`src/rtl/beat_track_multiband.sv`:
```
// Multiband beat tracker: accumulates FFT magnitudes into programmable bin ranges per frame
// and fires per-band beats against a fixed or running-average-relative threshold.
module beat_track_multiband #(
  parameter int N_BANDS   = 2,
  parameter int BIN_W     = 6,
  parameter int ACC_W     = 24,
  parameter int WAIT_W    = 8,
  parameter int AVG_SHIFT = 3
) (
  input  logic                       clk,
  input  logic                       reset,
  input  logic [BIN_W-1:0]           sample_ctr,
  input  logic [31:0]                data,
  input  logic                       fft_write,
  input  logic [N_BANDS*BIN_W-1:0]   band_lo,
  input  logic [N_BANDS*BIN_W-1:0]   band_hi,
  input  logic [N_BANDS*16-1:0]      thresh,
  input  logic [WAIT_W-1:0]          wait_frames,
  input  logic                       adaptive,
  output logic [N_BANDS-1:0]         beat_out,
  output logic                       beat_any,
  output logic [N_BANDS*ACC_W-1:0]   energy,
  output logic                       frame_valid
);

  localparam int SUM_W = ((ACC_W > 17) ? ACC_W : 17) + 1;
  localparam int LVL_W = ((ACC_W > 16) ? ACC_W : 16) + 1;
  localparam logic [ACC_W-1:0]  ACC_MAX  = {ACC_W{1'b1}};
  localparam logic [WAIT_W-1:0] WAIT_MAX = {WAIT_W{1'b1}};

  typedef enum logic [1:0] {
    IDLE = 2'd0,
    LOAD = 2'd1,
    EVAL = 2'd2
  } state_t;

  state_t state_r;
  state_t state_s;

  logic [ACC_W-1:0]        acc_r     [N_BANDS];
  logic [ACC_W-1:0]        avg_r     [N_BANDS];
  logic [WAIT_W-1:0]       wait_r    [N_BANDS];
  logic [ACC_W-1:0]        base_s    [N_BANDS];
  logic [ACC_W-1:0]        acc_add_s [N_BANDS];
  logic [LVL_W-1:0]        lvl_sum_s [N_BANDS];
  logic [LVL_W-1:0]        level_s   [N_BANDS];
  logic signed [ACC_W:0]   diff_s    [N_BANDS];
  logic signed [ACC_W:0]   avg_new_s [N_BANDS];
  logic [N_BANDS-1:0]      in_band_s;
  logic [N_BANDS-1:0]      hit_s;
  logic [N_BANDS-1:0]      beat_s;
  logic [16:0]             mag_s;

  // -32768 has no 16-bit positive twin, so the magnitude is formed at 17 bits
  function automatic logic [16:0] abs17(input logic [15:0] v);
    if (v[15]) begin
      abs17 = 17'd0 - {v[15], v};
    end else begin
      abs17 = {1'b0, v};
    end
  endfunction

  function automatic logic [ACC_W-1:0] sat_add(input logic [ACC_W-1:0] a, input logic [16:0] m);
    logic [SUM_W-1:0] s;
    s = SUM_W'(a) + SUM_W'(m);
    if (s > SUM_W'(ACC_MAX)) begin
      sat_add = ACC_MAX;
    end else begin
      sat_add = s[ACC_W-1:0];
    end
  endfunction

  // Sample magnitude
  always_comb begin
    mag_s = abs17(data[31:16]) + abs17(data[15:0]);
  end

  // Next-state logic
  always_comb begin
    state_s = state_r;
    case (state_r)
      IDLE: begin
        if (fft_write) state_s = LOAD;
        else           state_s = IDLE;
      end
      LOAD: begin
        if (fft_write) state_s = LOAD;
        else           state_s = EVAL;
      end
      EVAL: begin
        if (fft_write) state_s = LOAD;
        else           state_s = IDLE;
      end
      default: state_s = IDLE;
    endcase
  end

  // Per-band accumulate, threshold and running-average datapath
  always_comb begin
    for (int k = 0; k < N_BANDS; k++) begin
      in_band_s[k] = fft_write
                   && (sample_ctr >= band_lo[k*BIN_W +: BIN_W])
                   && (sample_ctr <= band_hi[k*BIN_W +: BIN_W]);
      // Outside LOAD a sample always opens a fresh frame, so the base is zero
      if (state_r == LOAD) begin
        base_s[k] = acc_r[k];
      end else begin
        base_s[k] = {ACC_W{1'b0}};
      end
      if (in_band_s[k]) begin
        acc_add_s[k] = sat_add(base_s[k], mag_s);
      end else begin
        acc_add_s[k] = base_s[k];
      end
      lvl_sum_s[k] = LVL_W'(avg_r[k]) + LVL_W'(thresh[k*16 +: 16]);
      if (!adaptive) begin
        level_s[k] = LVL_W'(thresh[k*16 +: 16]);
      end else if (lvl_sum_s[k] > LVL_W'(ACC_MAX)) begin
        level_s[k] = LVL_W'(ACC_MAX);
      end else begin
        level_s[k] = lvl_sum_s[k];
      end
      hit_s[k]     = LVL_W'(acc_r[k]) > level_s[k];
      beat_s[k]    = hit_s[k] && (wait_r[k] >= wait_frames);
      diff_s[k]    = $signed({1'b0, acc_r[k]}) - $signed({1'b0, avg_r[k]});
      avg_new_s[k] = $signed({1'b0, avg_r[k]}) + (diff_s[k] >>> AVG_SHIFT);
    end
  end

  // State, accumulators, band statistics and registered outputs
  always_ff @(posedge clk) begin
    if (reset) begin
      state_r     <= IDLE;
      beat_out    <= {N_BANDS{1'b0}};
      beat_any    <= 1'b0;
      frame_valid <= 1'b0;
      energy      <= {(N_BANDS*ACC_W){1'b0}};
      for (int k = 0; k < N_BANDS; k++) begin
        acc_r[k]  <= {ACC_W{1'b0}};
        avg_r[k]  <= {ACC_W{1'b0}};
        wait_r[k] <= WAIT_MAX;
      end
    end else begin
      state_r     <= state_s;
      beat_out    <= {N_BANDS{1'b0}};
      beat_any    <= 1'b0;
      frame_valid <= 1'b0;
      for (int k = 0; k < N_BANDS; k++) begin
        case (state_r)
          IDLE, LOAD, EVAL: acc_r[k] <= acc_add_s[k];
          default:          acc_r[k] <= {ACC_W{1'b0}};
        endcase
      end
      if (state_r == EVAL) begin
        frame_valid <= 1'b1;
        beat_out    <= beat_s;
        beat_any    <= |beat_s;
        for (int k = 0; k < N_BANDS; k++) begin
          energy[k*ACC_W +: ACC_W] <= acc_r[k];
          avg_r[k] <= avg_new_s[k][ACC_W-1:0];
          if (beat_s[k]) begin
            wait_r[k] <= {WAIT_W{1'b0}};
          end else if (wait_r[k] != WAIT_MAX) begin
            wait_r[k] <= wait_r[k] + {{(WAIT_W-1){1'b0}}, 1'b1};
          end
        end
      end
    end
  end

endmodule

```
`config.mk`:
```
export PLATFORM = sky130hd
export DESIGN_NAME = beat_track_multiband
export DESIGN_NICKNAME = d
export VERILOG_FILES = /design/src/rtl/beat_track_multiband.sv
export SDC_FILE = /design/constraint.sdc
export NUM_CORES = 1
export LEC_CHECK = 0
export BUFFER_PORTS_ARGS = -buffer_cell sky130_fd_sc_hd__buf_2
export CAP_MARGIN = 20
export CORE_MARGIN = 1.5
export CORE_UTILIZATION = 35
export DETAILED_ROUTE_END_ITERATION = 16
export GPL_ROUTABILITY_DRIVEN = 0
export GPL_TIMING_DRIVEN = 0
export PLACE_DENSITY_LB_ADDON = 0.05
export SLEW_MARGIN = 0
export SYNTH_ARGS = -nofsm -noshare
export SYNTH_HDL_FRONTEND = slang
export SYNTH_SLANG_ARGS = --single-unit
export TNS_END_PERCENT = 30
```
`constraint.sdc`:
```
create_clock -name clk -period 6.2 [get_ports clk]
set_input_delay 0.93 -clock clk [delete_from_list [all_inputs] [get_ports clk]]
set_output_delay 0.93 -clock clk [all_outputs]
set_load 0.005 [all_outputs]
```
==> results of run 1 <==
## final timing paths
path,slack (ps),endpoint,from,cells after the start
max,320,wait_r[1][7]$_DFFE_PP_,thresh[0],26
min,470,energy[42]$_SDFFE_PP0P_,energy[42]$_SDFFE_PP0P_,1
max reg2reg,470,wait_r[1][7]$_DFFE_PP_,avg_r[0][0]$_SDFFCE_PN0P_,25
min reg2reg,470,energy[42]$_SDFFE_PP0P_,energy[42]$_SDFFE_PP0P_,1
## timing repair
| action | CTS | global route |
|---|---|---|
| hold buffers | 0 | 0 |
| endpoints found under the hold margin | 0 | 0 |
| resized for setup | 0 | 6 |
| setup endpoints to repair | 0 | 25 |
## state kept, by name (all words and copies together), names as in the netlist
signal	cells
energy	48
acc_r	48
beat_out	2
avg_r	48
beat_any	1
frame_valid	1
state_r	2
wait_r	16
## stage by stage
stage | cell area (sq um) | power, mW | hold slack [ps]
floorplan | 17200 | 2.54 | 449
global placement | 18800 | 2.94 | 447
detailed placement | 18800 | 2.96 | 446
CTS | 19400 | 4.11 | 471
global route | 19400 | 4.37 | 486
finish | 19400 | 4.08 | 470
## per-layer routing
| metal | GRT usage (%) | vias up |
|---|---|---|
| met4 | 6.41 | 0 |
| met2 | 35.6 | 261 |
| met5 | 0 | - |
| li1 | - | 7878 |
| met1 | 29.2 | 7300 |
| met3 | 3.67 | 55 |
## power groups by stage
stage	clock network [mW]	logic [mW]	registers (mW)
after floorplan	0	1.29	1.25
after detailed placement	0	1.68	1.28
final	1.13	1.69	1.25
after CTS	1.16	1.69	1.25
after global routing	1.20	1.91	1.26
after global placement	0	1.66	1.28
## synth_stat cells, drive strengths merged, types with 4 or more instances
library cell / instances
a211o: 7
o31a: 5
xnor2: 103
buf: 13
a211oi: 22
o211ai: 19
edfxtp: 88
nand2: 91
or3: 14
nor4: 8
o21a: 40
or2: 12
o41ai: 7
xor2: 74
a2111oi: 6
nor2: 163
o21ai: 170
nand2b: 33
mux2i: 4
and2: 46
a22o: 46
o31ai: 14
fa: 7
or4: 6
nand4: 27
ha: 266
nand3: 70
a31o: 7
a21o: 70
o22ai: 9
o21bai: 17
clkbuf: 36
a21boi: 4
and3: 17
dfxtp: 78
nor3: 43
o2111ai: 4
inv: 141
a21oi: 140
nor2b: 34
a31oi: 40
## critical path, stage by stage
cell	delay (ps)
buf_2	110
ha_1	170
inv_1	60
fa_1	400
nor2b_1	130
o21ai_1	100
a21boi_2	220
o211ai_1	170
a31oi_1	380
a21oi_1	220
or3_1	390
buf_2	180
buf_2	200
nand3_1	90
o21ai_1	80
ha_1	330
a21o_1	180
a21o_1	170
a211o_1	290
a21oi_1	150
o21ai_0	120
a21oi_1	330
nor4_1	110
nand2b_1	230
o31a_1	360
o21ai_1	140
## area by class of cell
class / instances / area, sq um
sequential: 166 / 4200
timing repair buffer: 158 / 816
buffer: 49 / 201
fill: 4948 / 28600
inverter: 141 / 529
clock buffer: 22 / 465
tap: 615 / 769
multi-input combinational: 1699 / 12300
clock inverter: 10 / 121
## cell families after synthesis
kind of cell | Yosys count | synth area share [%]
flip-flops | 166 | 24.5
buffers and inverters | 190 | 4.25
AND/OR/NAND/NOR | 572 | 16.6
XOR/XNOR | 177 | 9.04
adder cells (fa/ha/maj) | 273 | 20.2
other | 1 | 0.0219
multiplexers | 6 | 0.365
AO/OA/AOI/OAI | 647 | 25.0
==> reports/qor.yml, run 1 <==
clk_latency_ps: 500
fmax_mhz: 170
overflow: 0
clockPowerShare_pct: 27.8
ys_types: 80
antenna_found_initial: 1
core_sq_mm: 0.0480
drcViolationCount: 0
yosysWarnings: 0
finalHoldViolCount: 0
viasPerCell: 5.42
drtPass1Iterations: 5
root_buffer: "clkbuf_16"
num_vias: 15500
insertedDiodeCount: 0
criticalPathCategory: "in -> reg"
finalSetupTns_ps: 0
wl_met2_mm: 24.7
die_area_sq_mm: 0.0503
combinationalPowerShare_pct: 41.5
syn_area_sq_mm: 0.0171
ir_drop_v: 0.000194
synthCells: 2032
io_buffer_count: 156
wl_mm: 53.9
start_util_pct: 35.7
cts_buffer_depth: 2
synth_area_leaders: "ha_1 (19%), edfxtp_1 (15%), dfxtp_1 (9.1%)"
rsz0062_at_grt: "no"
ant_nets: 0
cts_inserted_buffers: 17
synth_top_area_share_pct: 19.4
top_layer_used: "met4"
synth.avg_cell_area_sq_um: 8.44
pre_cts_slack_ps: -314
drive_gt1_share_pct: 10.7
final_cell_mix: "ha_1 (266), nor2_1 (163), buf_2 (160)"
drv_cap: 0
first_iter_violations: 823
synth_flop_cell: "edfxtp_1"
switchingPower_mw: 1.54
grt_start_max_net_pins: 28
grt_usage_pct: 21.7
wl_per_cell_um: 18.8
switching_share_pct: 37.9
hpwl_mm: 44.1
placed_cells: 2828
utilization_pct: 40.4
cp-end-kind: "flip-flop"
clkSlewWorstSetupHoldPaths_ps: 70
power_density_mw_per_mm2: 210
yosysTopAreaCell: "ha_1"
relSlewSlack_pct: 17.6
cp-start-kind: "primary input"
rows: 80
post_cts_buffers: 0
final_common_cell: "ha_1"
p_int_mw: 2.53
cts_tree: "yes"
status: "finished, final reports clean"
ios: 158
syn2layout_area_growth_pct: 13.3
wl_met3_mm: 1.99
grt_pass1_vias: 15100
die_x_um: 224
synth-edff-count: 88
grt_pass1_wl_mm: 83.9
die_y_um: 224
async_reset_ff_share_pct: 0
cp.required_ps: 6540
setup_viol: 0
synth_seq_area_share_pct: 24.5
power.leakage_nw: 8.74
clock-sinks: 166
crit_path_max_fanout: 10
cts_htree_levels: 4
wl_met1_mm: 26.0
worst_pin_slew_ps: 1200
seqPwrFrac_pct: 30.8
nets: 2611
hold_class: "reg -> reg"
layout_min_cycle_time_ps: 5880
clock_skew_ps: 14.7
slew_viol_final: 0
finalNonFillerCells: 2860
arrival_ps: 6220
synth-seq-cells: 166
fin_crit_sh_pct: 94.9
finalWorstSetupSlack_ps: 315
(Power assumes the default switching activity.)
==> run 2, diff against run 1 <==
Settings changed: CAP_MARGIN 20 to default, CELL_PAD_IN_SITES_DETAIL_PLACEMENT from default to 1, CELL_PAD_IN_SITES_GLOBAL_PLACEMENT from default to 2, CORE_UTILIZATION 35 to 38.
==> reports/qor.yml, run 2 (synthesized netlist as in run 1, its figures left out) <==
status: "finished, final reports clean"
relSlewSlack_pct: 26.3
holdPathEnd: "energy[24]$_SDFFE_PP0P_"
power.leakage_nw: 8.72
syn2layout_area_growth_pct: 13.1
cp-end-kind: "flip-flop"
multiInputGateArea_sq_mm: 0.0123
r2r_cells: 21
clk_latency_ps: 510
final_common_cell: "ha_1"
cts_buffer_depth: 2
rsz0062_at_grt: "no"
crit_path_max_fanout: 8
arrival_ps: 5900
clockPowerShare_pct: 27.2
ir_drop_v: 0.000211
hold_class: "reg -> reg"
viasPerCell: 5.56
core_sq_mm: 0.0444
antenna_found_initial: 0
regArea_sq_mm: 0.00420
clock-sinks: 166
reg2reg_to: "wait_r[1][4]$_DFFE_PP_"
criticalPathCategory: "in -> reg"
r2r_slack_ps: 510
finalNonFillerCells: 2836
post_cts_buffers: 0
worst_pin_slew_ps: 1080
min_path_cells: 2
post_dp_cell_area_sq_mm: 0.0188
pre_cts_slack_ps: -361
cts_inserted_buffers: 17
cts_htree_levels: 4
die_area_sq_mm: 0.0464
io_buffer_count: 156
insertedDiodeCount: 0
cts_hold_buf: 0
top_regs: "acc_r (48), avg_r (48), energy (48)"
switchingPower_mw: 1.59
die_y_um: 215
start_util_pct: 38.6
power.total_mw: 4.08
die_x_um: 215
cp.required_ps: 6340
drv_cap: 0
hpwl_mm: 46.4
setup_viol: 0
grt_start_max_net_pins: 34
layout_min_cycle_time_ps: 5760
fillers: 5370
path_cells: "buf_2 > ha_1 > nand3_1 > nor2_1 > nor4b_2 > o31ai_1 > a311oi_1 > o21bai_1 > a31oi_1 > nor2b_1 > and3_1 > o221ai_1 > ha_1 > inv_1 > o22ai_1 > nor3_1 > nand2_1 > o21a_1 > o221ai_1 > a211oi_2 > nor3_1 > nor2_1"
wl_met3_mm: 2.04
finalHoldViolCount: 0
slew_viol_final: 0
finalWorstSetupSlack_ps: 437
grt_usage_pct: 24.7
drive_gt1_share_pct: 10.9
seqPwrFrac_pct: 30.7
overflow: 0
drtPass1Iterations: 5
num_vias: 15800
switching_share_pct: 39.1
fin_crit_sh_pct: 93.0
combinationalPowerShare_pct: 42.2
final_cell_mix: "ha_1 (266), nor2_1 (163), buf_2 (160)"
ios: 158
utilization_pct: 43.7
rows: 77
root_buffer: "clkbuf_16"
cts_tree: "yes"
ant_nets: 0
first_iter_violations: 707
power_density_mw_per_mm2: 210
fmax_mhz: 174
clock_skew_ps: 17.4
drcViolationCount: 0
cp-start-kind: "primary input"
ctsResizeCount: 0
wl_per_cell_um: 19.9
grt_pass1_wl_mm: 89.6
grt_pass1_vias: 16500
finalSetupTns_ps: 0
wl_met1_mm: 25.8
clkSlewWorstSetupHoldPaths_ps: 70
nets: 2610
rr_startpoint: "avg_r[0][28]$_SDFFCE_PN0P_"
wl_met2_mm: 27.3
whs_ps: 469
crit_path_max_incr_delay_ps: 560
p_int_mw: 2.48
hp-start: "energy[24]$_SDFFE_PP0P_"
wl_mm: 56.4
top_layer_used: "met4"
final_area_sq_mm: 0.0194
critPathSlowestCell: "nor2_1"
placed_cells: 2804
run 2: changes by cell type in the layout (fill, tap and decap cells not counted), moves of 2 or more:
cell,previous run,this run
inv_6,1,5
clkbuf_1,39,36
clkinv_2,3,0
bufinv_16,2,0
clkinvlp_4,0,2
run 2: worst max-delay path: cells and delay by family:
family | cells | cell delay, ps
compound gates | 9 | 2310
simple gates | 9 | 1640
fa+ha+maj | 2 | 820
buf+inv | 2 | 190
run 2: worst max-delay path by stage:
stage,startpoint,endpoint,slack [ps],depth (start not counted)
2_1_floorplan,thresh[0],wait_r[0][2]$_SDFFCE_PN1P_,900,25
5_1_grt,thresh[0],wait_r[1][7]$_DFFE_PP_,20,26
3_5_place_dp,thresh[16],wait_r[1][4]$_DFFE_PP_,-360,24
6_report,thresh[20],wait_r[1][4]$_DFFE_PP_,440,22
3_3_place_gp,thresh[16],wait_r[1][2]$_DFFE_PP_,-280,24
4_1_cts,thresh[16],wait_r[1][4]$_DFFE_PP_,180,24
run 2: metal layers:
layer,GRT usage [%],up-vias
met1,31.4,7640
met5,0,-
met2,42.7,233
li1,-,7844
met3,3.59,60
met4,7.97,0
run 2: power by group through the flow:
stage / sequential, mW / clock [mW] / combinational [mW]
floorplan: 1.25 / 0 / 1.29
global placement: 1.28 / 0 / 1.67
detailed placement: 1.28 / 0 / 1.71
CTS: 1.25 / 1.13 / 1.73
global route: 1.26 / 1.17 / 1.94
finish: 1.25 / 1.11 / 1.72
run 2: area by class of cell:
class	count	share of cell area (%)
Timing Repair Buffer	157	4.13
Inverter	141	2.73
Clock buffer	20	2.47
Sequential cell	166	21.7
Multi-Input combinational cell	1699	63.6
Tap cell	592	3.82
Buffer	49	1.04
Clock inverter	12	0.555
==> run 3, diff against run 2 <==
Settings changed: CORE_MARGIN 1.5 to 3.
==> reports/qor.yml, run 3 (synthesized netlist as in run 1, its figures left out) <==
drv_cap: 0
viasPerCell: 5.63
fmax_mhz: 171
clkSlewWorstSetupHoldPaths_ps: 70
drcViolationCount: 0
combinationalPowerShare_pct: 42.1
grt_pass1_vias: 16300
hp-start: "energy[38]$_SDFFE_PP0P_"
reg2reg_to: "wait_r[1][5]$_DFFE_PP_"
wl_per_cell_um: 20.2
ir_drop_v: 0.000199
crit_path_max_fanout: 10
clock-sinks: 166
clk_latency_ps: 500
ios: 158
slew_viol_final: 0
cts_hold_buf: 0
fillers: 5397
grt_usage_pct: 24.1
first_iter_violations: 767
wl_mm: 57.3
final_area_sq_mm: 0.0194
cp-end-kind: "flip-flop"
min_path_cells: 1
hpwl_mm: 47.3
root_buffer: "clkbuf_16"
grt_start_max_net_pins: 28
clock_skew_ps: 14.8
overflow: 0
nets: 2610
multiInputGateArea_sq_mm: 0.0123
rr_startpoint: "avg_r[0][0]$_SDFFCE_PN0P_"
final_common_cell: "ha_1"
start_util_pct: 38.6
io_buffer_count: 156
drtPass1Iterations: 5
rsz0062_at_grt: "yes"
top_regs: "acc_r (48), avg_r (48), energy (48)"
core_sq_mm: 0.0444
drive_gt1_share_pct: 10.8
syn2layout_area_growth_pct: 13.1
arrival_ps: 6080
cts_buffer_depth: 2
antenna_found_initial: 0
post_dp_cell_area_sq_mm: 0.0188
cts_inserted_buffers: 17
pre_cts_slack_ps: -374
ant_nets: 0
r2r_cells: 25
num_vias: 16000
setup_viol: 0
die_y_um: 218
p_int_mw: 2.51
power.leakage_nw: 8.72
cp-start-kind: "primary input"
finalWorstSetupSlack_ps: 341
layout_min_cycle_time_ps: 5860
switchingPower_mw: 1.61
r2r_slack_ps: 480
die_area_sq_mm: 0.0477
criticalPathCategory: "in -> reg"
worst_pin_slew_ps: 1150
die_x_um: 218
fin_crit_sh_pct: 94.5
relSlewSlack_pct: 21.5
finalHoldViolCount: 0
power_density_mw_per_mm2: 213
cts_htree_levels: 4
final_cell_mix: "ha_1 (266), nor2_1 (162), buf_2 (160)"
grt_pass1_wl_mm: 89.6
cts_tree: "yes"
holdPathEnd: "energy[38]$_SDFFE_PP0P_"
clockPowerShare_pct: 27.6
status: "finished, final reports clean"
cp.required_ps: 6420
rows: 77
seqPwrFrac_pct: 30.3
hold_class: "reg -> reg"
switching_share_pct: 39.1
regArea_sq_mm: 0.00420
## run 3: how the worst max path moves through the flow
| stage | start | to | slack, ps | cells past startpoint |
|---|---|---|---|---|
| 2_1_floorplan | thresh[0] | wait_r[0][2]$_SDFFCE_PN1P_ | 900 | 25 |
| 3_3_place_gp | thresh[16] | wait_r[1][2]$_DFFE_PP_ | -270 | 24 |
| 3_5_place_dp | thresh[0] | wait_r[0][5]$_SDFFCE_PN1P_ | -370 | 26 |
| 4_1_cts | thresh[0] | wait_r[0][5]$_SDFFCE_PN1P_ | 150 | 26 |
| 5_1_grt | data[31] | acc_r[0][10]$_SDFFCE_PP0P_ | -10 | 20 |
| 6_report | thresh[0] | wait_r[1][5]$_DFFE_PP_ | 340 | 26 |
## run 3: final cells by class
class,count,share of cell area [%]
Inverter,141,2.73
Clock buffer,19,2.39
Sequential cell,166,21.7
Tap cell,592,3.82
Clock inverter,13,0.690
Multi-Input combinational cell,1699,63.5
Antenna cell,1,0.0129
Buffer,49,1.03
Timing Repair Buffer,157,4.13
## run 3: metrics by stage
stage | cells | util [%] | TNS (ps) | power [mW] | hold slack, ps
after CTS | 2836 | 43.6 | 0 | 4.15 | 474
after floorplan | 2055 | - | 0 | 2.54 | 449
final | 2837 | 43.7 | 0 | 4.13 | 472
after detailed placement | 2804 | 42.3 | -12370 | 3.00 | 451
after global placement | 2803 | 42.2 | -7670 | 2.95 | 440
after global routing | 2836 | 43.7 | -13.9 | 4.40 | 484
## run 3: per-layer routing
metal,vias up,track usage [%],share of wire (%)
li1,7849,-,-
met1,7852,31.2,47
met2,227,41.7,49
met3,50,2.85,2.7
met4,0,7.46,2.1
met5,-,0,0
## run 3: power groups by stage
| stage | logic (mW) | registers, mW | clock network (mW) |
|---|---|---|---|
| after floorplan | 1.29 | 1.25 | 0 |
| after global placement | 1.67 | 1.28 | 0 |
| after detailed placement | 1.72 | 1.28 | 0 |
| after CTS | 1.74 | 1.25 | 1.16 |
| after global routing | 1.95 | 1.26 | 1.19 |
| final | 1.74 | 1.25 | 1.14 |
## run 3: critical path, cell delays in order
cell      delay (ps)
buf_2            110
ha_1             180
inv_1             60
fa_1             400
nor2b_1          130
o21ai_1          100
a21boi_2         250
o211ai_1         190
a31oi_2          280
a21oi_1          180
or3_1            380
buf_2            180
buf_2            200
nand3_1           90
o21ai_1           80
ha_1             340
nand4_1          170
nor2_1           140
a211o_1          120
a21oi_1           60
o21ai_0          230
a21oi_1          190
nor4_1           420
nand2b_1         220
o31a_1           310
o21ai_1          110
## run 3: repair_timing
| item | in CTS | in global routing |
|---|---|---|
| resized for setup | 0 | 6 |
| endpoints found under the setup margin | 0 | 53 |
| setup buffers | 0 | 0 |
